File: src/rtl/issue_queue_integer_if.sv
// Dispatch, CDB and issue bundle of the integer issue queue.
// master = dispatch/CDB/execution-unit side, slave = the queue itself.
interface issue_queue_integer_if #(
   parameter int DATA_WIDTH   = 32,
   parameter int TAG_WIDTH    = 6,
   parameter int OPCODE_WIDTH = 4
);
   logic                    dispatch_en_integer;
   logic [OPCODE_WIDTH-1:0] dispatch_opcode;
   logic [TAG_WIDTH-1:0]    dispatch_rd_tag;
   logic [DATA_WIDTH-1:0]   dispatch_rs1_data;
   logic [TAG_WIDTH-1:0]    dispatch_rs1_tag;
   logic                    dispatch_rs1_valid;
   logic [DATA_WIDTH-1:0]   dispatch_rs2_data;
   logic [TAG_WIDTH-1:0]    dispatch_rs2_tag;
   logic                    dispatch_rs2_valid;
   logic [TAG_WIDTH-1:0]    CDB_tag;
   logic [DATA_WIDTH-1:0]   CDB_data;
   logic                    CDB_valid;
   logic                    issue_ready;
   logic                    issueque_full_integer;
   logic                    issue_valid;
   logic [OPCODE_WIDTH-1:0] issue_opcode;
   logic [TAG_WIDTH-1:0]    issue_rd_tag;
   logic [DATA_WIDTH-1:0]   issue_rs1_data;
   logic [DATA_WIDTH-1:0]   issue_rs2_data;

   modport master (
      output dispatch_en_integer, dispatch_opcode, dispatch_rd_tag,
             dispatch_rs1_data, dispatch_rs1_tag, dispatch_rs1_valid,
             dispatch_rs2_data, dispatch_rs2_tag, dispatch_rs2_valid,
             CDB_tag, CDB_data, CDB_valid, issue_ready,
      input  issueque_full_integer, issue_valid, issue_opcode, issue_rd_tag,
             issue_rs1_data, issue_rs2_data
   );

   modport slave (
      input  dispatch_en_integer, dispatch_opcode, dispatch_rd_tag,
             dispatch_rs1_data, dispatch_rs1_tag, dispatch_rs1_valid,
             dispatch_rs2_data, dispatch_rs2_tag, dispatch_rs2_valid,
             CDB_tag, CDB_data, CDB_valid, issue_ready,
      output issueque_full_integer, issue_valid, issue_opcode, issue_rd_tag,
             issue_rs1_data, issue_rs2_data
   );
endinterface

File: src/rtl/issue_queue_integer.sv
// Integer reservation station: age-ordered collapsing queue with CDB wakeup and oldest-ready issue.
// Optional macro IQ_WAKEUP_BYPASS_EN enables zero-cycle wakeup-to-issue from the CDB.
module issue_queue_integer #(
   parameter int DATA_WIDTH   = 32,
   parameter int TAG_WIDTH    = 6,
   parameter int OPCODE_WIDTH = 4,
   parameter int DEPTH        = 4
) (
   input logic                 clk,
   input logic                 reset,
   issue_queue_integer_if.slave iq
);
   localparam int CW = $clog2(DEPTH + 1);

   typedef struct packed {
      logic [OPCODE_WIDTH-1:0] opcode;
      logic [TAG_WIDTH-1:0]    rd_tag;
      logic [TAG_WIDTH-1:0]    rs1_tag;
      logic [DATA_WIDTH-1:0]   rs1_data;
      logic                    rs1_valid;
      logic [TAG_WIDTH-1:0]    rs2_tag;
      logic [DATA_WIDTH-1:0]   rs2_data;
      logic                    rs2_valid;
   } entry_t;

   entry_t         slot_r [DEPTH];
   logic [CW-1:0]  count_r;

   entry_t         wake_s [DEPTH];
   entry_t         up_s   [DEPTH];
   entry_t         nx_s   [DEPTH];
   entry_t         in_s;
   entry_t         sel_s;
   logic [DEPTH-1:0] occ_s;
   logic [DEPTH-1:0] ready_s;
   logic           found_s;
   logic [CW-1:0]  sel_idx_s;
   logic           full_s;
   logic           fire_s;
   logic           accept_s;
   logic [CW-1:0]  wpos_s;
   logic [CW-1:0]  count_nx_s;

   // Latch broadcast data into any waiting operand whose producer tag matches.
   function automatic entry_t snoop(input entry_t e, input logic cdb_valid,
                                    input logic [TAG_WIDTH-1:0] cdb_tag,
                                    input logic [DATA_WIDTH-1:0] cdb_data);
      entry_t r;
      r = e;
      if (cdb_valid && !e.rs1_valid && (e.rs1_tag == cdb_tag)) begin
         r.rs1_valid = 1'b1;
         r.rs1_data  = cdb_data;
      end else begin
         r.rs1_valid = e.rs1_valid;
      end
      if (cdb_valid && !e.rs2_valid && (e.rs2_tag == cdb_tag)) begin
         r.rs2_valid = 1'b1;
         r.rs2_data  = cdb_data;
      end else begin
         r.rs2_valid = e.rs2_valid;
      end
      return r;
   endfunction

   // Occupancy and post-wakeup view of every slot and of the incoming op.
   always_comb begin
      for (int i = 0; i < DEPTH; i++) begin
         occ_s[i] = (CW'(i) < count_r);
         if (occ_s[i]) begin
            wake_s[i] = snoop(slot_r[i], iq.CDB_valid, iq.CDB_tag, iq.CDB_data);
         end else begin
            wake_s[i] = slot_r[i];
         end
      end
      in_s.opcode    = iq.dispatch_opcode;
      in_s.rd_tag    = iq.dispatch_rd_tag;
      in_s.rs1_tag   = iq.dispatch_rs1_tag;
      in_s.rs1_data  = iq.dispatch_rs1_data;
      in_s.rs1_valid = iq.dispatch_rs1_valid;
      in_s.rs2_tag   = iq.dispatch_rs2_tag;
      in_s.rs2_data  = iq.dispatch_rs2_data;
      in_s.rs2_valid = iq.dispatch_rs2_valid;
      in_s = snoop(in_s, iq.CDB_valid, iq.CDB_tag, iq.CDB_data);
   end

`ifdef IQ_WAKEUP_BYPASS_EN
   // A broadcast in this cycle already counts as a ready operand.
   always_comb begin
      for (int i = 0; i < DEPTH; i++) begin
         ready_s[i] = occ_s[i] & wake_s[i].rs1_valid & wake_s[i].rs2_valid;
      end
   end
`else
   // Only operands latched at a previous edge count as ready.
   always_comb begin
      for (int i = 0; i < DEPTH; i++) begin
         ready_s[i] = occ_s[i] & slot_r[i].rs1_valid & slot_r[i].rs2_valid;
      end
   end
`endif

   // Oldest-first select; woken data is used so a bypassed operand carries CDB_data.
   always_comb begin
      found_s   = 1'b0;
      sel_idx_s = {CW{1'b0}};
      sel_s     = '0;
      for (int i = 0; i < DEPTH; i++) begin
         if (ready_s[i] && !found_s) begin
            found_s   = 1'b1;
            sel_idx_s = CW'(i);
            sel_s     = wake_s[i];
         end else begin
            found_s   = found_s;
         end
      end
   end

   assign iq.issue_valid           = found_s;
   assign iq.issue_opcode          = sel_s.opcode;
   assign iq.issue_rd_tag          = sel_s.rd_tag;
   assign iq.issue_rs1_data        = sel_s.rs1_data;
   assign iq.issue_rs2_data        = sel_s.rs2_data;
   assign iq.issueque_full_integer = full_s;

   // Collapse on issue, append on dispatch; full is checked before the issue frees a slot.
   always_comb begin
      full_s     = (count_r == CW'(DEPTH));
      fire_s     = found_s & iq.issue_ready;
      accept_s   = iq.dispatch_en_integer & ~full_s;
      wpos_s     = count_r - {{(CW-1){1'b0}}, fire_s};
      count_nx_s = wpos_s + {{(CW-1){1'b0}}, accept_s};
      for (int i = 0; i < DEPTH - 1; i++) begin
         up_s[i] = wake_s[i+1];
      end
      up_s[DEPTH-1] = '0;
      for (int i = 0; i < DEPTH; i++) begin
         if (accept_s && (CW'(i) == wpos_s)) begin
            nx_s[i] = in_s;
         end else if (fire_s && (CW'(i) >= sel_idx_s)) begin
            nx_s[i] = up_s[i];
         end else begin
            nx_s[i] = wake_s[i];
         end
         if (CW'(i) >= count_nx_s) begin
            nx_s[i].rs1_valid = 1'b0;
            nx_s[i].rs2_valid = 1'b0;
         end else begin
            nx_s[i] = nx_s[i];
         end
      end
   end

   // Queue state register.
   always_ff @(posedge clk) begin
      if (reset) begin
         count_r <= {CW{1'b0}};
         for (int i = 0; i < DEPTH; i++) begin
            slot_r[i] <= '0;
         end
      end else begin
         count_r <= count_nx_s;
         for (int i = 0; i < DEPTH; i++) begin
            slot_r[i] <= nx_s[i];
         end
      end
   end
endmodule

File: src/flat_wrapper.sv
// flat-port wrapper written by rule: the top's interface ports become plain ports
module issue_queue_integer_flat 
#(
   parameter int DATA_WIDTH   = 32,
   parameter int TAG_WIDTH    = 6,
   parameter int OPCODE_WIDTH = 4,
   parameter int DEPTH        = 4
)
  (clk, reset, iq_dispatch_en_integer, iq_dispatch_opcode, iq_dispatch_rd_tag, iq_dispatch_rs1_data, iq_dispatch_rs1_tag, iq_dispatch_rs1_valid, iq_dispatch_rs2_data, iq_dispatch_rs2_tag, iq_dispatch_rs2_valid, iq_CDB_tag, iq_CDB_data, iq_CDB_valid, iq_issue_ready, iq_issueque_full_integer, iq_issue_valid, iq_issue_opcode, iq_issue_rd_tag, iq_issue_rs1_data, iq_issue_rs2_data);
  issue_queue_integer_if #(.DATA_WIDTH(DATA_WIDTH), .TAG_WIDTH(TAG_WIDTH), .OPCODE_WIDTH(OPCODE_WIDTH)) iq_i ();
  input logic clk;
  input logic reset;
  input wire logic [$bits(iq_i.dispatch_en_integer)-1:0] iq_dispatch_en_integer;
  input wire logic [$bits(iq_i.dispatch_opcode)-1:0] iq_dispatch_opcode;
  input wire logic [$bits(iq_i.dispatch_rd_tag)-1:0] iq_dispatch_rd_tag;
  input wire logic [$bits(iq_i.dispatch_rs1_data)-1:0] iq_dispatch_rs1_data;
  input wire logic [$bits(iq_i.dispatch_rs1_tag)-1:0] iq_dispatch_rs1_tag;
  input wire logic [$bits(iq_i.dispatch_rs1_valid)-1:0] iq_dispatch_rs1_valid;
  input wire logic [$bits(iq_i.dispatch_rs2_data)-1:0] iq_dispatch_rs2_data;
  input wire logic [$bits(iq_i.dispatch_rs2_tag)-1:0] iq_dispatch_rs2_tag;
  input wire logic [$bits(iq_i.dispatch_rs2_valid)-1:0] iq_dispatch_rs2_valid;
  input wire logic [$bits(iq_i.CDB_tag)-1:0] iq_CDB_tag;
  input wire logic [$bits(iq_i.CDB_data)-1:0] iq_CDB_data;
  input wire logic [$bits(iq_i.CDB_valid)-1:0] iq_CDB_valid;
  input wire logic [$bits(iq_i.issue_ready)-1:0] iq_issue_ready;
  output wire logic [$bits(iq_i.issueque_full_integer)-1:0] iq_issueque_full_integer;
  output wire logic [$bits(iq_i.issue_valid)-1:0] iq_issue_valid;
  output wire logic [$bits(iq_i.issue_opcode)-1:0] iq_issue_opcode;
  output wire logic [$bits(iq_i.issue_rd_tag)-1:0] iq_issue_rd_tag;
  output wire logic [$bits(iq_i.issue_rs1_data)-1:0] iq_issue_rs1_data;
  output wire logic [$bits(iq_i.issue_rs2_data)-1:0] iq_issue_rs2_data;
  assign iq_i.dispatch_en_integer = iq_dispatch_en_integer;
  assign iq_i.dispatch_opcode = iq_dispatch_opcode;
  assign iq_i.dispatch_rd_tag = iq_dispatch_rd_tag;
  assign iq_i.dispatch_rs1_data = iq_dispatch_rs1_data;
  assign iq_i.dispatch_rs1_tag = iq_dispatch_rs1_tag;
  assign iq_i.dispatch_rs1_valid = iq_dispatch_rs1_valid;
  assign iq_i.dispatch_rs2_data = iq_dispatch_rs2_data;
  assign iq_i.dispatch_rs2_tag = iq_dispatch_rs2_tag;
  assign iq_i.dispatch_rs2_valid = iq_dispatch_rs2_valid;
  assign iq_i.CDB_tag = iq_CDB_tag;
  assign iq_i.CDB_data = iq_CDB_data;
  assign iq_i.CDB_valid = iq_CDB_valid;
  assign iq_i.issue_ready = iq_issue_ready;
  assign iq_issueque_full_integer = iq_i.issueque_full_integer;
  assign iq_issue_valid = iq_i.issue_valid;
  assign iq_issue_opcode = iq_i.issue_opcode;
  assign iq_issue_rd_tag = iq_i.issue_rd_tag;
  assign iq_issue_rs1_data = iq_i.issue_rs1_data;
  assign iq_issue_rs2_data = iq_i.issue_rs2_data;
  issue_queue_integer #(.DATA_WIDTH(DATA_WIDTH), .TAG_WIDTH(TAG_WIDTH), .OPCODE_WIDTH(OPCODE_WIDTH), .DEPTH(DEPTH)) u_core (.clk(clk), .reset(reset), .iq(iq_i));
endmodule
File: config.mk
export PLATFORM = sky130hd
export DESIGN_NAME = issue_queue_integer_flat
export DESIGN_NICKNAME = d
export VERILOG_FILES = /design/src/rtl/issue_queue_integer_if.sv /design/src/rtl/issue_queue_integer.sv /design/src/flat_wrapper.sv
export SDC_FILE = /design/constraint.sdc
export NUM_CORES = 1
export LEC_CHECK = 0
export CORE_ASPECT_RATIO = 1.75
export CORE_MARGIN = 4
export CORE_UTILIZATION = 45
export DETAILED_ROUTE_END_ITERATION = 7
export DONT_BUFFER_PORTS = 1
export REMOVE_ABC_BUFFERS = 1
export SLEW_MARGIN = 10
export SYNTH_ARGS = -nofsm -noshare
export SYNTH_HDL_FRONTEND = slang
export SYNTH_SLANG_ARGS = --single-unit
File: constraint.sdc
create_clock -name clk -period 10.5 [get_ports clk]
set_clock_uncertainty 0.2 [all_clocks]
set_input_delay 3.15 -clock clk [delete_from_list [all_inputs] [get_ports clk]]
set_output_delay 3.15 -clock clk [all_outputs]
set_load 0.1 [all_outputs]
### Word-level counts from Yosys, hierarchy flattened

Memories as Yosys holds them, arrays and structs flattened.
Cells that the tools add are included.

| operators by class | value |
|---|---|
| add/sub/neg operators | 2 |
| reductions and logical operators | 45 |
| bitwise gates (word level) | 15 |
| magnitude comparators | 12 |
| mux-type cells | 58 |
| equality and inequality tests | 14 |

Operators by type and width:

| operator | number |
|---|---|
| two-way mux 88 bit | 16 |
| two-way mux 32 bit | 10 |
| two-way mux 72 bit | 4 |
| equality test 6 bit | 10 |
| logical AND 1 bit | 31 |
| two-way mux 1 bit | 26 |
| logical NOT 1 bit | 13 |
| bitwise AND 1 bit | 10 |
| equality test 2 x 3 -> 1 bit, first input constant | 2 |
| >= comparator 1 x 3 -> 1 bit, first input constant | 2 |
| >= comparator 2 x 3 -> 1 bit, first input constant | 2 |
| less-than comparator 1 x 3 -> 1 bit, first input constant | 2 |
| less-than comparator 2 x 3 -> 1 bit, first input constant | 2 |
| >= comparator 1 x 2 -> 1 bit, first input constant | 2 |
| >= comparator 2 bit, first input constant | 2 |
| two-way mux 2 bit | 2 |
| OR 1 bit | 4 |
| adder 3 x 1 -> 3 bit | 1 |
| equality test 1 x 3 -> 1 bit, first input constant | 1 |
| equality test 3 bit, second input constant | 1 |
| logical NOT 3 bit | 1 |
| subtractor 3 x 1 -> 3 bit | 1 |
| inverter 1 bit | 1 |

| storage, ports and cells | value |
|---|---|
| register bits after elaboration | 3 |
| memories kept | 1 |
| word-level logic and storage cells | 148 |
| bits of input ports | 131 |
| RAM bits | 352 |

Memories:

| memory | depth | width | read ports | clocked after memory_dff | wr ports | RTL line | text |
|---|---|---|---|---|---|---|---|
| u_core.slot_r | 4 | 88 | 4 | 0 | 4 | issue_queue_integer.sv:26 | `entry_t slot_r [DEPTH];` |

### Logic depth before layout (Yosys ltp)

Gate-level depths: netlist (run 1).

| logic depth | value |
|---|---|
| word-level depth | 20 |
| gate-level depth with buffers | 15 |
| mapped depth without buffers | 13 |

### Least setup slack after synthesis (run 1)

OpenSTA, ideal clock, no wires.

| timing path | value |
|---|---|
| path type | input -> output |
| start point | in iq_CDB_tag[1] |
| end point | out iq_issue_rs1_data[27] |
| data required time | 7.150 ns |
| arrival time | 6.876 ns |
| slack | 0.274 ns |
| stages on the path | 8 |
| cell sequence | buf_2 > xnor2_1 > and4_1 > clkbuf_1 > clkbuf_1 > nand3_1 > a211o_1 > a221oi_1 |

| between the ends | value |
|---|---|
| longest elaborated chain between the ends | 8 |
| elaborated cells on any way between the ends | 20 |
| classes of those cells | eq/ne: 4; mux: 12; reduce/logical: 4 |

Ends and longest elaborated chain:

| what | RTL line | text |
|---|---|---|
| from (decl) | flat_wrapper.sv:22 | `input wire logic [$bits(iq_i.CDB_tag)-1:0] iq_CDB_tag;` |
| equality test 6 bit | issue_queue_integer.sv:50 | `if (cdb_valid && !e.rs1_valid && (e.rs1_tag == cdb_tag)) begin` |
| logical AND 1 bit | issue_queue_integer.sv:50 |  |
| two-way mux 32 bit | issue_queue_integer.sv:50 |  |
| two-way mux 72 bit | issue_queue_integer.sv:69 | `if (occ_s[i]) begin` |
| two-way mux 88 bit (3 in series) | issue_queue_integer.sv:108 | `if (ready_s[i] && !found_s) begin` |
| two-way mux 88 bit * | issue_queue_integer.sv:108 |  |
| to (decl) | flat_wrapper.sv:30 | `output wire logic [$bits(iq_i.issue_rs1_data)-1:0] iq_issue_rs1_data;` |

Every way passes the cells marked *; elsewhere a longest branch is shown, timed or not.

### Worst setup path after layout (run 1)

| timing path | value |
|---|---|
| start point | in iq_CDB_tag[5] |
| end point | out iq_issue_rs1_data[19] |

The elaborated chain is that of the path after synthesis.

==> results of run 1 <==
## power by group through the flow
stage	Clock [W]	Combinational, W	Sequential, W
after CTS	0.00143	0.000381	0.00147
after detailed placement	0	0.000379	0.00149
after global routing	0.00148	0.000416	0.00147
final	0.00141	0.000390	0.00147
after floorplan	0	0.000244	0.00149
after global placement	0	0.000370	0.00149
## per-stage QoR
stage | area (um2) | TNS, ps | total power [W]
finish | 23500 | 0 | 0.00327
global route | 23500 | 0 | 0.00337
CTS | 23500 | 0 | 0.00327
detailed placement | 22200 | 0 | 0.00187
global placement | 22200 | 0 | 0.00186
floorplan | 19400 | -75160 | 0.00173
## registers in the layout (all words and copies together), names as in the netlist, named ones only
register,flops
u_core.slot_r,350
u_core.count_r,3
## worst max-delay path: cells and delay by family
kind            cells  cell delay, ps
simple gates        2            1090
buf+inv             2             820
compound gates      1             320
mux                 1             220
xor+xnor            1             130
## layer usage
metal / part of all wire / routed length [um]
met3: 0.081 / 6670
met1: 0.37 / 30900
met5: 0 / 0
met2: 0.50 / 41100
met4: 0.048 / 3990
## how the worst max path moves through the flow
stage | start | to | slack [ps] | depth (start not counted)
floorplan | iq_CDB_tag[2] | iq_issue_rs2_data[30] | -2460 | 5
global placement | iq_CDB_tag[5] | iq_issue_rs1_data[19] | 1450 | 7
detailed placement | iq_CDB_tag[5] | iq_issue_rs1_data[19] | 1420 | 7
CTS | iq_CDB_tag[5] | iq_issue_rs1_data[19] | 1400 | 7
global route | iq_CDB_tag[5] | iq_issue_rs1_data[19] | 1270 | 7
finish | iq_CDB_tag[5] | iq_issue_rs1_data[19] | 1400 | 7
## cell type report
cell class              count  area share
well taps                 577      0.0307
multi-input cells        1781       0.562
flip-flops and latches    355       0.302
clock buffers              57      0.0505
clock inverters            13     0.00383
inverters                  75      0.0120
diodes                      5    0.000532
repair buffers            114      0.0380
## cell usage in the layout, fill, tap and decap left out, types with 34 or more instances in the layout
master | synthesis | layout
dfxtp_1 | 355 | 354
buf_4 | 7 | 111
o31a_1 | 64 | 64
a21oi_1 | 114 | 109
clkbuf_16 | 0 | 41
a221oi_4 | 0 | 60
mux2i_1 | 171 | 171
nand3_1 | 63 | 62
o22ai_1 | 68 | 68
o21ai_0 | 217 | 217
and4_1 | 34 | 34
and3_1 | 38 | 38
a21boi_0 | 42 | 42
o221ai_1 | 188 | 188
nor4_1 | 72 | 70
nor2_1 | 139 | 137
o21ai_1 | 37 | 35
nand2_1 | 154 | 149
inv_1 | 74 | 74
xor2_1 | 38 | 38
a311oi_1 | 55 | 55
## kinds of logic (layout without fill, tap and decap cells)
family,count (synthesis),in the layout,share of synthesized area
simple gates,580,580,0.141
flops,355,355,0.344
xor+xnor,61,61,0.0266
other cells,0,5,0
fa+ha+maj,4,4,0.00242
buf+inv,376,259,0.0742
compound gates,964,964,0.329
mux,172,172,0.0834
==> results.py, run 1 <==
metrics = {
    "floorplanning": {
        "initial_utilization": 0.457,
        "die_area_um2": 49600,
        "core_um2": 45200,
        "num_io_pins": 207,
        "die_x_um": 170,
        "num_rows": 103,
        "die_h_um": 292,
    },
    "power": {
        "pwr-share-seq": 0.449,
        "p_per_area_nw_per_um2": 139,
        "sw_frac_of_total": 0.281,
        "p_comb_frac": 0.119,
        "switchingPower_w": 0.000917,
        "ir_drop_v": 0.000182,
        "p_leak_nw": 8.70,
        "intPower_w": 0.00235,
        "clockPowerShare": 0.432,
    },
    "worst_hold_path": {
        "hold_depth": 2,
        "holdPathEnd": "u_core.slot_r[0][84]",
        "holdCritStartpoint": "u_core.slot_r[0][84]",
        "hp-class": "reg2reg",
    },
    "synth": {
        "netlist_area_um2": 20700,
        "synth.most_common_cell": "dfxtp_1",
        "yosys.area.top_type_share": 0.344,
        "ys_warn_count": 0,
        "synthTopCellsByCount": "dfxtp_1, clkbuf_1, o21ai_0",
        "ys_ff_latch": 355,
        "synth_async_sr_flop_share": 0,
        "synth-edff-count": 0,
        "post_synth.cell_area_avg_um2": 8.23,
        "synthTopCellsByArea": "dfxtp_1, mux2i_1, o221ai_1, o21ai_0, clkbuf_1",
        "ys.flop_type": "dfxtp_1",
        "netlist_instances": 2512,
        "seq_area_frac_synth": 0.344,
        "yosys.area.top_type": "dfxtp_1",
        "ys_types": 64,
    },
    "global_route": {
        "top_usage_layer": "met2",
        "antenna_found_initial": 5,
        "grt_overflow": 0,
        "grt_max_degree": 105,
        "grt_pass1_wl_um": 126000,
        "grt_util_met1": 0.373,
        "grt_usage": 0.318,
        "met2_usage": 0.552,
        "first_global_vias": 21500,
        "use_met3": 0.0611,
    },
    "cts": {
        "postCtsSetupRepairBufs": 0,
        "cts_resized": 0,
        "ctsRootBufferMaster": "clkbuf_16",
        "holdBufCountCts": 0,
        "cts.sinks": 355,
        "cts.path.max_buffers": 3,
        "cts_tree": "built",
        "path_clk_slew_ps": 60,
        "clock_latency_ps": 550,
        "htreeDepth": 2,
        "cts_made_buffers": 38,
    },
    "layout": {
        "drive_gt1_frac": 0.118,
        "n_fill_cell": 4286,
        "regArea_um2": 7110,
        "fin_util": 0.520,
        "nets": 2500,
        "syn_to_final_growth_pct": 13.8,
        "final_cell_count_no_fill": 2977,
        "multi_input_area_um2": 13200,
    },
    "route": {
        "via_per_inst": 7.14,
        "wirelength_um": 82700,
        "drtPass1Iterations": 8,
        "route.detailed.drc": 0,
        "post_drt_wl_per_cell_um": 27.8,
        "vias": 21300,
        "drt_iter0_markers": 2149,
        "drtAntennaViolNets": 0,
    },
    "timing": {
        "setup-violations-final": 0,
        "timing.slew.headroom": 0.0985,
        "worst_pin_slew_ps": 1340,
        "max_freq_ghz": 0.110,
        "finalHoldViolations": 0,
        "period_share": 0.867,
        "worst_slack_ps": 1400,
        "rsz0062_at_grt": "false",
        "slew_viol_final": 0,
        "whs_ps": 287,
        "layout_min_cycle_time_ps": 9100,
    },
    "setup_path": {
        "cp_slowest_cell": "nand2_2",
        "slowest_delay_ps": 600,
        "regToRegStartpoint": "u_core.count_r[2]",
        "cp.required_ps": 7150,
        "critPathKind": "in2out",
        "endpoint_kind": "output port",
        "worstPathCellList": "xor2_1 > nor4_1 > nand2_2 > buf_4 > mux2i_1 > a221oi_4 > buf_4",
        "crit_path_max_fanout": 20,
        "cp-start-kind": "primary input",
        "r2r-end": "u_core.slot_r[3][1]",
        "rr_worst_depth": 12,
        "rrSetupSlack_ps": 5200,
        "cp.arrival_ps": 5750,
        "path_common_cell": "buf_4",
    },
    "place": {
        "gp_congestion": 0.917,
        "io_buffers": 0,
        "dp.cells": 2902,
        "pre_cts_ws_ps": 1420,
        "hpwl_um": 47600,
    },
    "outcome": {
        "status": "finished, final reports clean",
    },
    "run": {
        "maxCapViolCount": 0,
    },
}
Note: power is estimated with default switching activity, not from simulation.
==> run 2, diff against run 1 <==
--- a/config.mk
+++ b/config.mk
@@ -10,6 +10,8 @@
 export CORE_UTILIZATION = 45
 export DETAILED_ROUTE_END_ITERATION = 7
 export DONT_BUFFER_PORTS = 1
+export HOLD_SLACK_MARGIN = 0.05
+export MAX_ROUTING_LAYER = met4
 export REMOVE_ABC_BUFFERS = 1
 export SLEW_MARGIN = 10
 export SYNTH_ARGS = -nofsm -noshare
==> results.py, run 2 (synthesis results as in run 1) <==
metrics = {
    "setup_path": {
        "slowest_delay_ps": 600,
        "cp_slowest_cell": "nand2_2",
        "path_common_cell": "buf_4",
        "critPathKind": "in2out",
        "regToRegStartpoint": "u_core.count_r[2]",
        "worstPathCellList": "xor2_1 > nor4_1 > nand2_2 > buf_4 > mux2i_1 > a221oi_4 > buf_4",
        "crit_path_max_fanout": 20,
        "rrSetupSlack_ps": 5170,
        "r2r-end": "u_core.slot_r[3][12]",
        "cp.arrival_ps": 5770,
        "endpoint_kind": "output port",
        "cp.required_ps": 7150,
        "rr_worst_depth": 12,
        "cp-start-kind": "primary input",
    },
    "route": {
        "route.detailed.drc": 0,
        "via_per_inst": 7.14,
        "vias": 21300,
        "post_drt_wl_per_cell_um": 27.8,
        "drtAntennaViolNets": 0,
        "drt_iter0_markers": 2302,
        "wirelength_um": 82900,
        "drtPass1Iterations": 8,
    },
    "cts": {
        "clock_latency_ps": 550,
        "htreeDepth": 2,
        "cts_resized": 0,
        "cts.path.max_buffers": 3,
        "cts.sinks": 355,
        "path_clk_slew_ps": 60,
        "cts_tree": "built",
        "ctsRootBufferMaster": "clkbuf_16",
        "cts_made_buffers": 38,
        "holdBufCountCts": 0,
        "postCtsSetupRepairBufs": 0,
    },
    "layout": {
        "n_fill_cell": 4285,
        "largest_register": "u_core.slot_r",
        "nets": 2500,
        "syn_to_final_growth_pct": 13.8,
        "layout_common_cells": "dfxtp_1, o21ai_0, o221ai_1",
        "drive_gt1_frac": 0.118,
        "fin_area_um2": 23500,
        "final_cell_count_no_fill": 2978,
        "layout_commonest_cell": "dfxtp_1",
        "reg_top3": "u_core.slot_r: 350 flops, u_core.count_r: 3 flops",
        "largest_reg_flops": 350,
    },
    "power": {
        "p_per_area_nw_per_um2": 139,
        "finalPower_w": 0.00327,
        "ir_drop_v": 0.000182,
        "p_leak_nw": 8.70,
    },
    "global_route": {
        "grt_overflow": 0,
        "first_global_vias": 21500,
        "grt_pass1_wl_um": 126000,
        "grt_max_degree": 105,
        "grt_usage": 0.328,
        "antenna_found_initial": 5,
    },
    "timing": {
        "timing.slew.headroom": 0.139,
        "slew_viol_final": 0,
        "max_freq_ghz": 0.110,
        "finalHoldViolations": 0,
        "setup-violations-final": 0,
        "layout_min_cycle_time_ps": 9120,
        "period_share": 0.868,
        "worst_pin_slew_ps": 1280,
        "worst_slack_ps": 1380,
        "rsz0062_at_grt": "false",
    },
    "floorplanning": {
        "die_h_um": 292,
        "core_um2": 45200,
        "initial_utilization": 0.457,
        "die_area_um2": 49600,
        "num_rows": 103,
        "num_io_pins": 207,
        "die_x_um": 170,
    },
    "worst_hold_path": {
        "holdPathEnd": "u_core.slot_r[0][79]",
        "hold_depth": 2,
        "hp-class": "reg2reg",
        "holdCritStartpoint": "u_core.slot_r[0][79]",
    },
    "place": {
        "dpl_cell_area_um2": 22200,
        "hpwl_um": 47600,
        "pre_cts_ws_ps": 1420,
        "dp.cells": 2902,
        "io_buffers": 0,
        "gp_congestion": 0.934,
    },
    "outcome": {
        "status": "finished, final reports clean",
    },
    "run": {
        "maxCapViolCount": 0,
    },
}
run 2: cell types whose count changed in the layout (fill, tap and decap cells not counted):
cell and delta:
diode_2 +1
run 2: layer usage:
metal	wire, um	share of wire	vias up	global-route usage
met5	0	0	-	-
met4	3890	0.047	0	0.155
met3	6140	0.074	265	0.0580
met2	41200	0.50	1067	0.552
met1	31700	0.38	10500	0.374
li1	-	-	9399	-
run 2: metrics by stage:
step | setup TNS [ps] | hold WS (ps) | util
global route | 0 | 312 | 0.520
detailed placement | 0 | 273 | 0.491
global placement | 0 | 268 | 0.491
CTS | 0 | 288 | 0.519
finish | 0 | 289 | 0.520
floorplan | -75160 | 253 | -
run 2: worst max path at each step:
stage                  startpoint                     to  slack [ps]  cells past startpoint
finish              iq_CDB_tag[5]  iq_issue_rs1_data[19]        1380                      7
detailed placement  iq_CDB_tag[5]  iq_issue_rs1_data[19]        1420                      7
global route        iq_CDB_tag[5]  iq_issue_rs1_data[19]        1280                      7
CTS                 iq_CDB_tag[5]  iq_issue_rs1_data[19]        1400                      7
global placement    iq_CDB_tag[5]  iq_issue_rs1_data[19]        1450                      7
floorplan           iq_CDB_tag[2]  iq_issue_rs2_data[30]       -2460                      5
run 2: report_power, final:
group          total (W)  internal (W)  switching [W]
Sequential       0.00147       0.00142      0.0000468
Clock            0.00141      0.000807       0.000603
Combinational   0.000390      0.000122       0.000268
run 2: worst max-delay path: cells and delay by family:
family,cells,cell delay (ps)
AOI/OAI and AO/OA,1,320
xor gates and xnor gates,1,130
buffers and inverters,2,820
muxes,1,220
and+or+nand+nor,2,1090
run 2: cell type report:
class                   instances  area, um2  share of cell area
multi-input cells            1781      13200               0.562
clock buffers                  57       1190              0.0504
flip-flops and latches        355       7110               0.302
diodes                          6       15.0            0.000639
clock inverters                13       90.1             0.00383
inverters                      75        282              0.0120
well taps                     577        722              0.0307
repair buffers                114        893              0.0380
